## src/rtl/lcd_instr_engine.sv

```systemverilog
// HD44780-style write engine: moves one instruction/data byte onto the LCD pins in
// 4-bit (two nibbles) or 8-bit bus mode, with cycle-programmable setup/strobe/hold/exec timing.
module lcd_instr_engine #(
    parameter int BUS_MODE    = 4,
    parameter int T_AS        = 2,
    parameter int T_EPW       = 12,
    parameter int T_H         = 1,
    parameter int T_NIB       = 50,
    parameter int T_EXEC      = 2000,
    parameter int T_EXEC_LONG = 82000
) (
    input  logic       clk,
    input  logic       reset,
    input  logic       start,
    input  logic [9:0] data,
    input  logic       nibble_only,
    output logic       busy,
    output logic       done,
    output logic       err,
    output logic       lcd_e,
    output logic       lcd_rs,
    output logic       lcd_rw,
    output logic [7:0] lcd_db
);

    function automatic int max2(input int a, input int b);
        return (a > b) ? a : b;
    endfunction

    localparam int T_MAX = max2(max2(max2(T_EXEC_LONG, T_EXEC), max2(T_NIB, T_EPW)),
                                max2(T_AS, T_H));
    localparam int CNT_W = $clog2(T_MAX + 1);
    localparam bit FOUR_BIT = (BUS_MODE != 8);

    localparam logic [CNT_W-1:0] LD_AS   = CNT_W'(T_AS - 1);
    localparam logic [CNT_W-1:0] LD_EPW  = CNT_W'(T_EPW - 1);
    localparam logic [CNT_W-1:0] LD_H    = CNT_W'(T_H - 1);
    localparam logic [CNT_W-1:0] LD_NIB  = CNT_W'(T_NIB - 1);
    localparam logic [CNT_W-1:0] LD_EX   = CNT_W'(T_EXEC - 1);
    localparam logic [CNT_W-1:0] LD_EXL  = CNT_W'(T_EXEC_LONG - 1);

    typedef enum logic [2:0] {
        S_IDLE,
        S_SETUP,
        S_E_HIGH,
        S_HOLD,
        S_GAP,
        S_EXEC_WAIT
    } state_t;

    state_t           state_q;
    logic [CNT_W-1:0] cnt_q;
    logic [7:0]       byte_q;
    logic             nib_only_q;
    logic             lower_q;
    logic             busy_q;
    logic             done_q;
    logic             err_q;
    logic             lcd_e_q;
    logic             lcd_rs_q;
    logic [7:0]       lcd_db_q;
    logic             long_wait;
    logic             cnt_zero;

    // Bus image for the selected nibble; 4-bit mode drives only [7:4].
    function automatic logic [7:0] bus_value(input logic [7:0] b, input logic lower);
        if (!FOUR_BIT)
            return b;
        else if (lower)
            return {b[3:0], 4'h0};
        else
            return {b[7:4], 4'h0};
    endfunction

    // Clear display (0x01) and return home (0x02/0x03) need the long execution time.
    assign long_wait = !lcd_rs_q && (byte_q inside {8'h01, 8'h02, 8'h03});
    assign cnt_zero  = (cnt_q == '0);

    // NOTE: all state and outputs live in one clocked block with non-blocking
    // assignments, so every output is a flop and reads of *_q see last-cycle values.
    always_ff @(posedge clk) begin
        if (reset) begin
            state_q    <= S_IDLE;
            cnt_q      <= '0;
            byte_q     <= '0;
            nib_only_q <= 1'b0;
            lower_q    <= 1'b0;
            busy_q     <= 1'b0;
            done_q     <= 1'b0;
            err_q      <= 1'b0;
            lcd_e_q    <= 1'b0;
            lcd_rs_q   <= 1'b0;
            lcd_db_q   <= '0;
        end else begin
            done_q <= 1'b0;
            err_q  <= 1'b0;
            case (state_q)
                S_IDLE: begin
                    if (start) begin
                        if (data[8]) begin
                            err_q <= 1'b1;
                        end else begin
                            byte_q     <= data[7:0];
                            nib_only_q <= nibble_only && FOUR_BIT;
                            lower_q    <= 1'b0;
                            busy_q     <= 1'b1;
                            lcd_rs_q   <= data[9];
                            lcd_db_q   <= bus_value(data[7:0], 1'b0);
                            cnt_q      <= LD_AS;
                            state_q    <= S_SETUP;
                        end
                    end
                end
                S_SETUP: begin
                    if (cnt_zero) begin
                        lcd_e_q <= 1'b1;
                        cnt_q   <= LD_EPW;
                        state_q <= S_E_HIGH;
                    end else begin
                        cnt_q <= cnt_q - 1'b1;
                    end
                end
                S_E_HIGH: begin
                    if (cnt_zero) begin
                        lcd_e_q <= 1'b0;
                        cnt_q   <= LD_H;
                        state_q <= S_HOLD;
                    end else begin
                        cnt_q <= cnt_q - 1'b1;
                    end
                end
                S_HOLD: begin
                    if (cnt_zero) begin
                        if (FOUR_BIT && !lower_q && !nib_only_q) begin
                            cnt_q   <= LD_NIB;
                            state_q <= S_GAP;
                        end else begin
                            cnt_q   <= long_wait ? LD_EXL : LD_EX;
                            state_q <= S_EXEC_WAIT;
                        end
                    end else begin
                        cnt_q <= cnt_q - 1'b1;
                    end
                end
                S_GAP: begin
                    if (cnt_zero) begin
                        lower_q  <= 1'b1;
                        lcd_db_q <= bus_value(byte_q, 1'b1);
                        cnt_q    <= LD_AS;
                        state_q  <= S_SETUP;
                    end else begin
                        cnt_q <= cnt_q - 1'b1;
                    end
                end
                S_EXEC_WAIT: begin
                    if (cnt_zero) begin
                        busy_q  <= 1'b0;
                        done_q  <= 1'b1;
                        state_q <= S_IDLE;
                    end else begin
                        cnt_q <= cnt_q - 1'b1;
                    end
                end
                default: begin
                    lcd_e_q <= 1'b0;
                    busy_q  <= 1'b0;
                    cnt_q   <= '0;
                    state_q <= S_IDLE;
                end
            endcase
        end
    end

    assign busy   = busy_q;
    assign done   = done_q;
    assign err    = err_q;
    assign lcd_e  = lcd_e_q;
    assign lcd_rs = lcd_rs_q;
    assign lcd_rw = 1'b0;
    assign lcd_db = lcd_db_q;

endmodule

```

## config.mk

```make
export PLATFORM = sky130hd
export DESIGN_NAME = lcd_instr_engine
export DESIGN_NICKNAME = d
export VERILOG_FILES = /design/src/rtl/lcd_instr_engine.sv
export SDC_FILE = /design/constraint.sdc
export NUM_CORES = 1
export LEC_CHECK = 0
export BUFFER_PORTS_ARGS = -buffer_cell sky130_fd_sc_hd__buf_2
export CAP_MARGIN = 20
export CORE_AREA = 2 2 73 75
export DETAILED_ROUTE_END_ITERATION = 8
export DIE_AREA = 0 0 75 77
export PLACE_DENSITY_LB_ADDON = 0.1
export REMOVE_ABC_BUFFERS = 1
export SLEW_MARGIN = 30
export SYNTH_ARGS = -nofsm -noshare
export SYNTH_HDL_FRONTEND = slang
export SYNTH_SLANG_ARGS = --single-unit
```

## constraint.sdc

```tcl
create_clock -name clk -period 2.4 [get_ports clk]
set_input_delay 0.36 -clock clk [delete_from_list [all_inputs] [get_ports clk]]
set_output_delay 0.36 -clock clk [all_outputs]
set_load 0.02 [all_outputs]
```

Yosys cells after proc, flatten, opt, wreduce, memory -nomap -nowiden --
Cells that the tools add are included. Widths: inputs -> output; s select.
Operators by class: $add $sub $neg 1, reduce and logical (&&, ||, !) cells 19, eq/ne operators 16, bitwise operators 6, muxes and demuxes 34
Operator list (number):
- $mux 17 | 9
- $pmux 17 s6 | 1
- $mux 8 | 3
- $mux 3 | 7
- $pmux 3 s6 | 1
- $logic_not 17->1 | 1
- $sub 17x1->17 const B | 1
- $eq 8x2->1 const B | 2
- $ne 2x2->1 const B | 8
- $pmux 8 s2 | 1
- $mux 1 | 9
- $reduce_and 3->1 | 3
- $eq 8x1->1 const B | 1
- $reduce_and 4->1 | 2
- $reduce_or 4->1 | 2
- $reduce_and 7->1 | 1
- $eq 3x2->1 const B | 2
- $eq 3x3->1 const B | 2
- $not 1->1 | 6
- $pmux 1 s3 | 2
- $eq 3x1->1 const B | 1
- $logic_not 1->1 | 3
- $logic_not 3->1 | 1
- $reduce_bool 3->1 | 1
- other kinds (5) | 6
Storage, ports and cells: register bits after elaboration 43, input bits 14, output and inout bits 14, logic and storage cells 87

Logic depth before layout (Yosys ltp) --
depth after elaboration 7, depth in mapped cells 8, mapped depth without buffers 7

Least setup slack after synthesis --
Ideal clock, no wire load.
path kind register -> register, start register cnt_q[8], end register cnt_q[4], setup time 79 ps, buffers on the path 1, cell stages (with the launch flop) 8, required time 2321 ps, arrival time 1927 ps, clock period less this slack 2007 ps, slack 393 ps, cells stage by stage dfxtp_1 -> or3_4 -> nand2b_4 -> buf_6 -> or3_4 -> o32ai_2 -> nor2_1 -> a211oi_2
On the way: cells in the longest elaborated chain, start to end 3, elaborated cells between the ends (all ways) 8, classes of those cells 1 x eq/ne; 5 x mux; 2 x reduce/logical
Ends and longest elaborated chain:
- start: declaration | line 52 | logic [CNT_W-1:0] cnt_q;
- start signal: assignment | line 120 | cnt_q <= cnt_q - 1'b1;
- start signal: assignment | line 129 | cnt_q <= cnt_q - 1'b1;
- start signal: assignment | line 138 | cnt_q <= long_wait ? LD_EXL : LD_EX;
- $logic_not 17->1 (*) | line 77 | assign cnt_zero = (cnt_q == '0);
- $mux 17 (tied with other cells) | line 146 | if (cnt_zero) begin
- $pmux 17 s6 or $reduce_and 3->1 (tied branches)
Every way passes the cells marked *; elsewhere a longest branch is shown, timed or not. A chain may end at the register's enable or synchronous reset.

Worst setup path after layout --
start register cnt_q[4], end register cnt_q[15]
On the way: cells in the longest elaborated chain, start to end 3, elaborated cells between the ends (all ways) 10, classes of those cells 1 x add/sub; 1 x eq/ne; 6 x mux; 2 x reduce/logical
Ends and longest elaborated chain:
- $sub 17x1->17 or $logic_not 17->1 (tied branches)
- $mux 17 (tied with other cells) | line 156 | if (cnt_zero) begin
- $pmux 17 s6 or $reduce_and 3->1 (tied branches)
Several ways; a longest one is shown, not always the timed one. The select of a mux whose other input is x is not followed.

==> summary.md <==
| Metric | Value |
|---|---|
| Sequential share of power | 26.3% |
| Comb power frac | 58.5% |
| DR DRC count | 0 |
| Crit path max-delay cell type | or3_1 |
| Post-CTS Setup Repair Bufs | 0 |
| Synth Register Bits | 39 |
| First-pass GRT wire length | 8.98 mm |
| Filler Cell Count | between 500 and 600 |
| Post-CTS Resized | 1 |
| Reg2Reg Setup Slack | 0.10 ns |
| Setup TNS | 0 ns |
| Max FO, Critical Path | 11 |
| PwrDens | 1520 mW/mm² |
| Period utilisation layout | 95.8% |
| DR pass1 iterations | 4 |
| Min-Delay Path Class | in2reg |
| Worst setup EP type | register |
| Internal | 1.98 mW |
| Setup violators final | 0 |
| CTS tree | built |
| YS warnings | 0 |
| Req. time, crit path | ~2.6 ns |
| Port Buffers | 22 |
| Area Overhead vs Synth | 15.3% |
| Fmax | 435 MHz |
| Slew Limit Headroom | 42.6% |
| CTS root buf | clkbuf_8 |
| Most frequent cells in the layout | 40 x nand2_1, 39 x dfxtp_1, 27 x nor2_1 |
| Post-synthesis cell type count | 54 |
| WL final | 5.26 mm |
| Post-Synthesis Cell Area | about 0.0021 mm² |
| Die ar. | roughly 0.0058 mm² |
| WHS Endpoint | lcd_rs |
| Vias | roughly 2000 |
| Initial antenna violation count | 0 |
| # IOs | 28 |
| Hold Path Depth | 3 |
| Largest net degree at the start of global routing | 29 |
| Delay-heaviest family, CP | simple AND/OR/NAND/NOR gates |
| WL/cell | 14.4 µm |
| Grt ovf | 0 |
| Synth async-reset ratio | 0% |
| Reg2reg start | cnt_q[4] |
| # clock sinks | 39 |
| Hold Fails Final Rpt | 0 |
| # rows | 26 |
| Core Region | 0.00498 mm² |
| Initial core utilization | 43.2% |
| WP data arrival | 2.49 ns |
| CTS H-Tree Depth | 2 |
| Drt via density | around 5.6 |
| Worst r2r dst | cnt_q[15] |
| Vert. Die Dim | 77 µm |
| Hpwl dp | 3.86 mm |
| Seq/Total Area, Yosys | between 30% and 40% |
| Power, Total | 3.77 mW |
| Crit path time final | 2.30 ns |
| Unrepaired setup endpoints after global routing | false |
| CP Depth | 6 |
| Switching Share | 47.5% |
| Psw | between 1.5 and 2 mW |
| TritonCTS buffer count | 5 |
| Peak supply drop | 861 µV |
| Worst-skew pair later-pin latency | about 0.30 ns |
| Tightest Pin Transition | 0.861 ns |
| Maxcap violations | 0 |
| Worst Skew | 0.00647 ns |
| Worst Setup Start Kind | register |
| Post-synth EDFFs | 0 |
| Die W | 75 µm |
| Worst Setup Path Type | reg2reg |
| 1st-iter DRT viols | 85 |
| Final Slew Violations | 0 |
| Final net count | 310 |
| Synth Flop Type | dfxtp_1 |
| Gpl congestion | 0.813 |
| Final ANT Viol Nets | 0 |
| Buf/Inv on CP | 0 |
| CP peak stage delay | 0.49 ns |
| Critical hold path startpoint | data[9] |
| Vias in the first global route | 1895 |
| Worst-path cell chain | nor4_2 -> nand2_2 -> or3_1 -> o211ai_1 -> a21o_1 -> nor2_1 |
| Share of layout cells above drive strength 1 | 19.3% |
| CTS clk-pin slew, worst paths | 0.08 ns |
| Cells after Synth | about 270 |
| Status | finished, final reports clean |
| Diode count | 0 |
| GRT Total Usage | about 20% |
| Hold_buf cts | 0 |
| Commonest non-fill, non-tap cell in the layout | nand2_1 |
| Worst Reg2Reg Path Length in Cells | 6 |
| Avg Inst Size Synth | between 8 and 9 µm² |
| Clk pwr share | between 10% and 20% |
| Clk buf depth | 2 |
| Leakage | 0.947 nW |
[worst max-delay path by stage]
stage	from	endpoint	slack (ns)
after floorplan	cnt_q[4]	cnt_q[4]	0.38
after global placement	cnt_q[4]	cnt_q[16]	0.08
after detailed placement	cnt_q[4]	cnt_q[16]	0.03
after CTS	cnt_q[4]	cnt_q[16]	0.12
after global routing	cnt_q[4]	cnt_q[12]	0.009
final	cnt_q[4]	cnt_q[15]	0.10
[layout make-up]
| class | instances | area (µm²) | share of cell area [%] |
|---|---|---|---|
| Multi-Input combinational cell | 209 | 1270 | 51.2 |
| Clock buffer | 6 | 82.6 | 3.33 |
| Tap cell | 70 | 87.6 | 3.53 |
| Inverter | 4 | 15.0 | 0.606 |
| Sequential cell | 39 | 781 | 31.5 |
| Clock inverter | 2 | 35.0 | 1.41 |
| Timing Repair Buffer | 35 | 208 | 8.38 |
[flip-flops by register name, summed over array words and instances (netlist names)]
register	cells
byte_q	8
lcd_e	1
nib_only_q	1
busy	1
lcd_rs	1
cnt_q	17
state_q	3
done	1
lower_q	1
err	1
lcd_db	4
[logic make-up (layout without fill, tap and decap cells)]
kind of cell,after synthesis,count (layout),synth area share [%]
other cells,1,5,0.174
fa+ha+maj,2,2,1.16
xor+xnor,7,7,2.85
simple gates,113,113,26.7
buf+inv,24,47,5.65
compound gates,82,82,27.2
flops,39,39,36.3
[tightest hold or removal path, stage by stage]
cell	delay, ns
buf_2	0.09
nand2_1	0.04
a21oi_1	0.05
[power by group through the flow]
stage               clock [mW]  sequential (mW)  combinational [mW]
global placement             0             1.00                2.16
CTS                      0.592            0.988                2.18
global route             0.616             1.02                2.43
detailed placement           0             1.00                2.17
floorplan                    0            0.993                1.56
finish                   0.575            0.990                2.20
[per-stage QoR]
step / utilization (%) / cell area [µm²] / hold slack, ns / cells / setup slack, ns
2_1_floorplan: - / 2060 / 0.425 / 252 / 0.375
3_3_place_gp: 47.3 / 2350 / 0.447 / 357 / 0.0830
3_5_place_dp: 47.3 / 2350 / 0.453 / 357 / 0.0320
4_1_cts: 49.7 / 2470 / 0.282 / 365 / 0.119
5_1_grt: 49.8 / 2480 / 0.285 / 365 / 0.00931
6_report: 49.8 / 2480 / 0.290 / 365 / 0.101
[cell usage after synthesis, drive strengths merged, types with 2 or more instances]
master	n	area [µm²]
a211oi	4	35.0
a21o	4	30.0
a21oi	23	115
a221oi	3	26.3
a311oi	4	35.0
buf	8	61.3
clkbuf	12	45.0
dfxtp	39	781
ha	2	25.0
inv	4	15.0
nand2	41	154
nand2b	4	32.5
nand3	6	30.0
nor2	27	101
nor3	13	87.6
nor3b	2	15.0
nor4	9	68.8
o211a	2	20.0
o211ai	6	45.0
o21ai	15	75.1
o21bai	2	15.0
o22ai	2	12.5
o311ai	2	25.0
o31ai	3	27.5
or3	7	53.8
xnor2	6	52.6
[per-layer routing]
metal | wire length (µm) | vias to the layer above | track usage [%]
met1 | 2560 | 955 | 27.6
li1 | - | 1022 | -
met3 | 209 | 9 | 4.73
met4 | 93 | 0 | 7.50
met5 | 0 | - | 0
met2 | 2400 | 45 | 29.4
(Power assumes the default switching activity.)
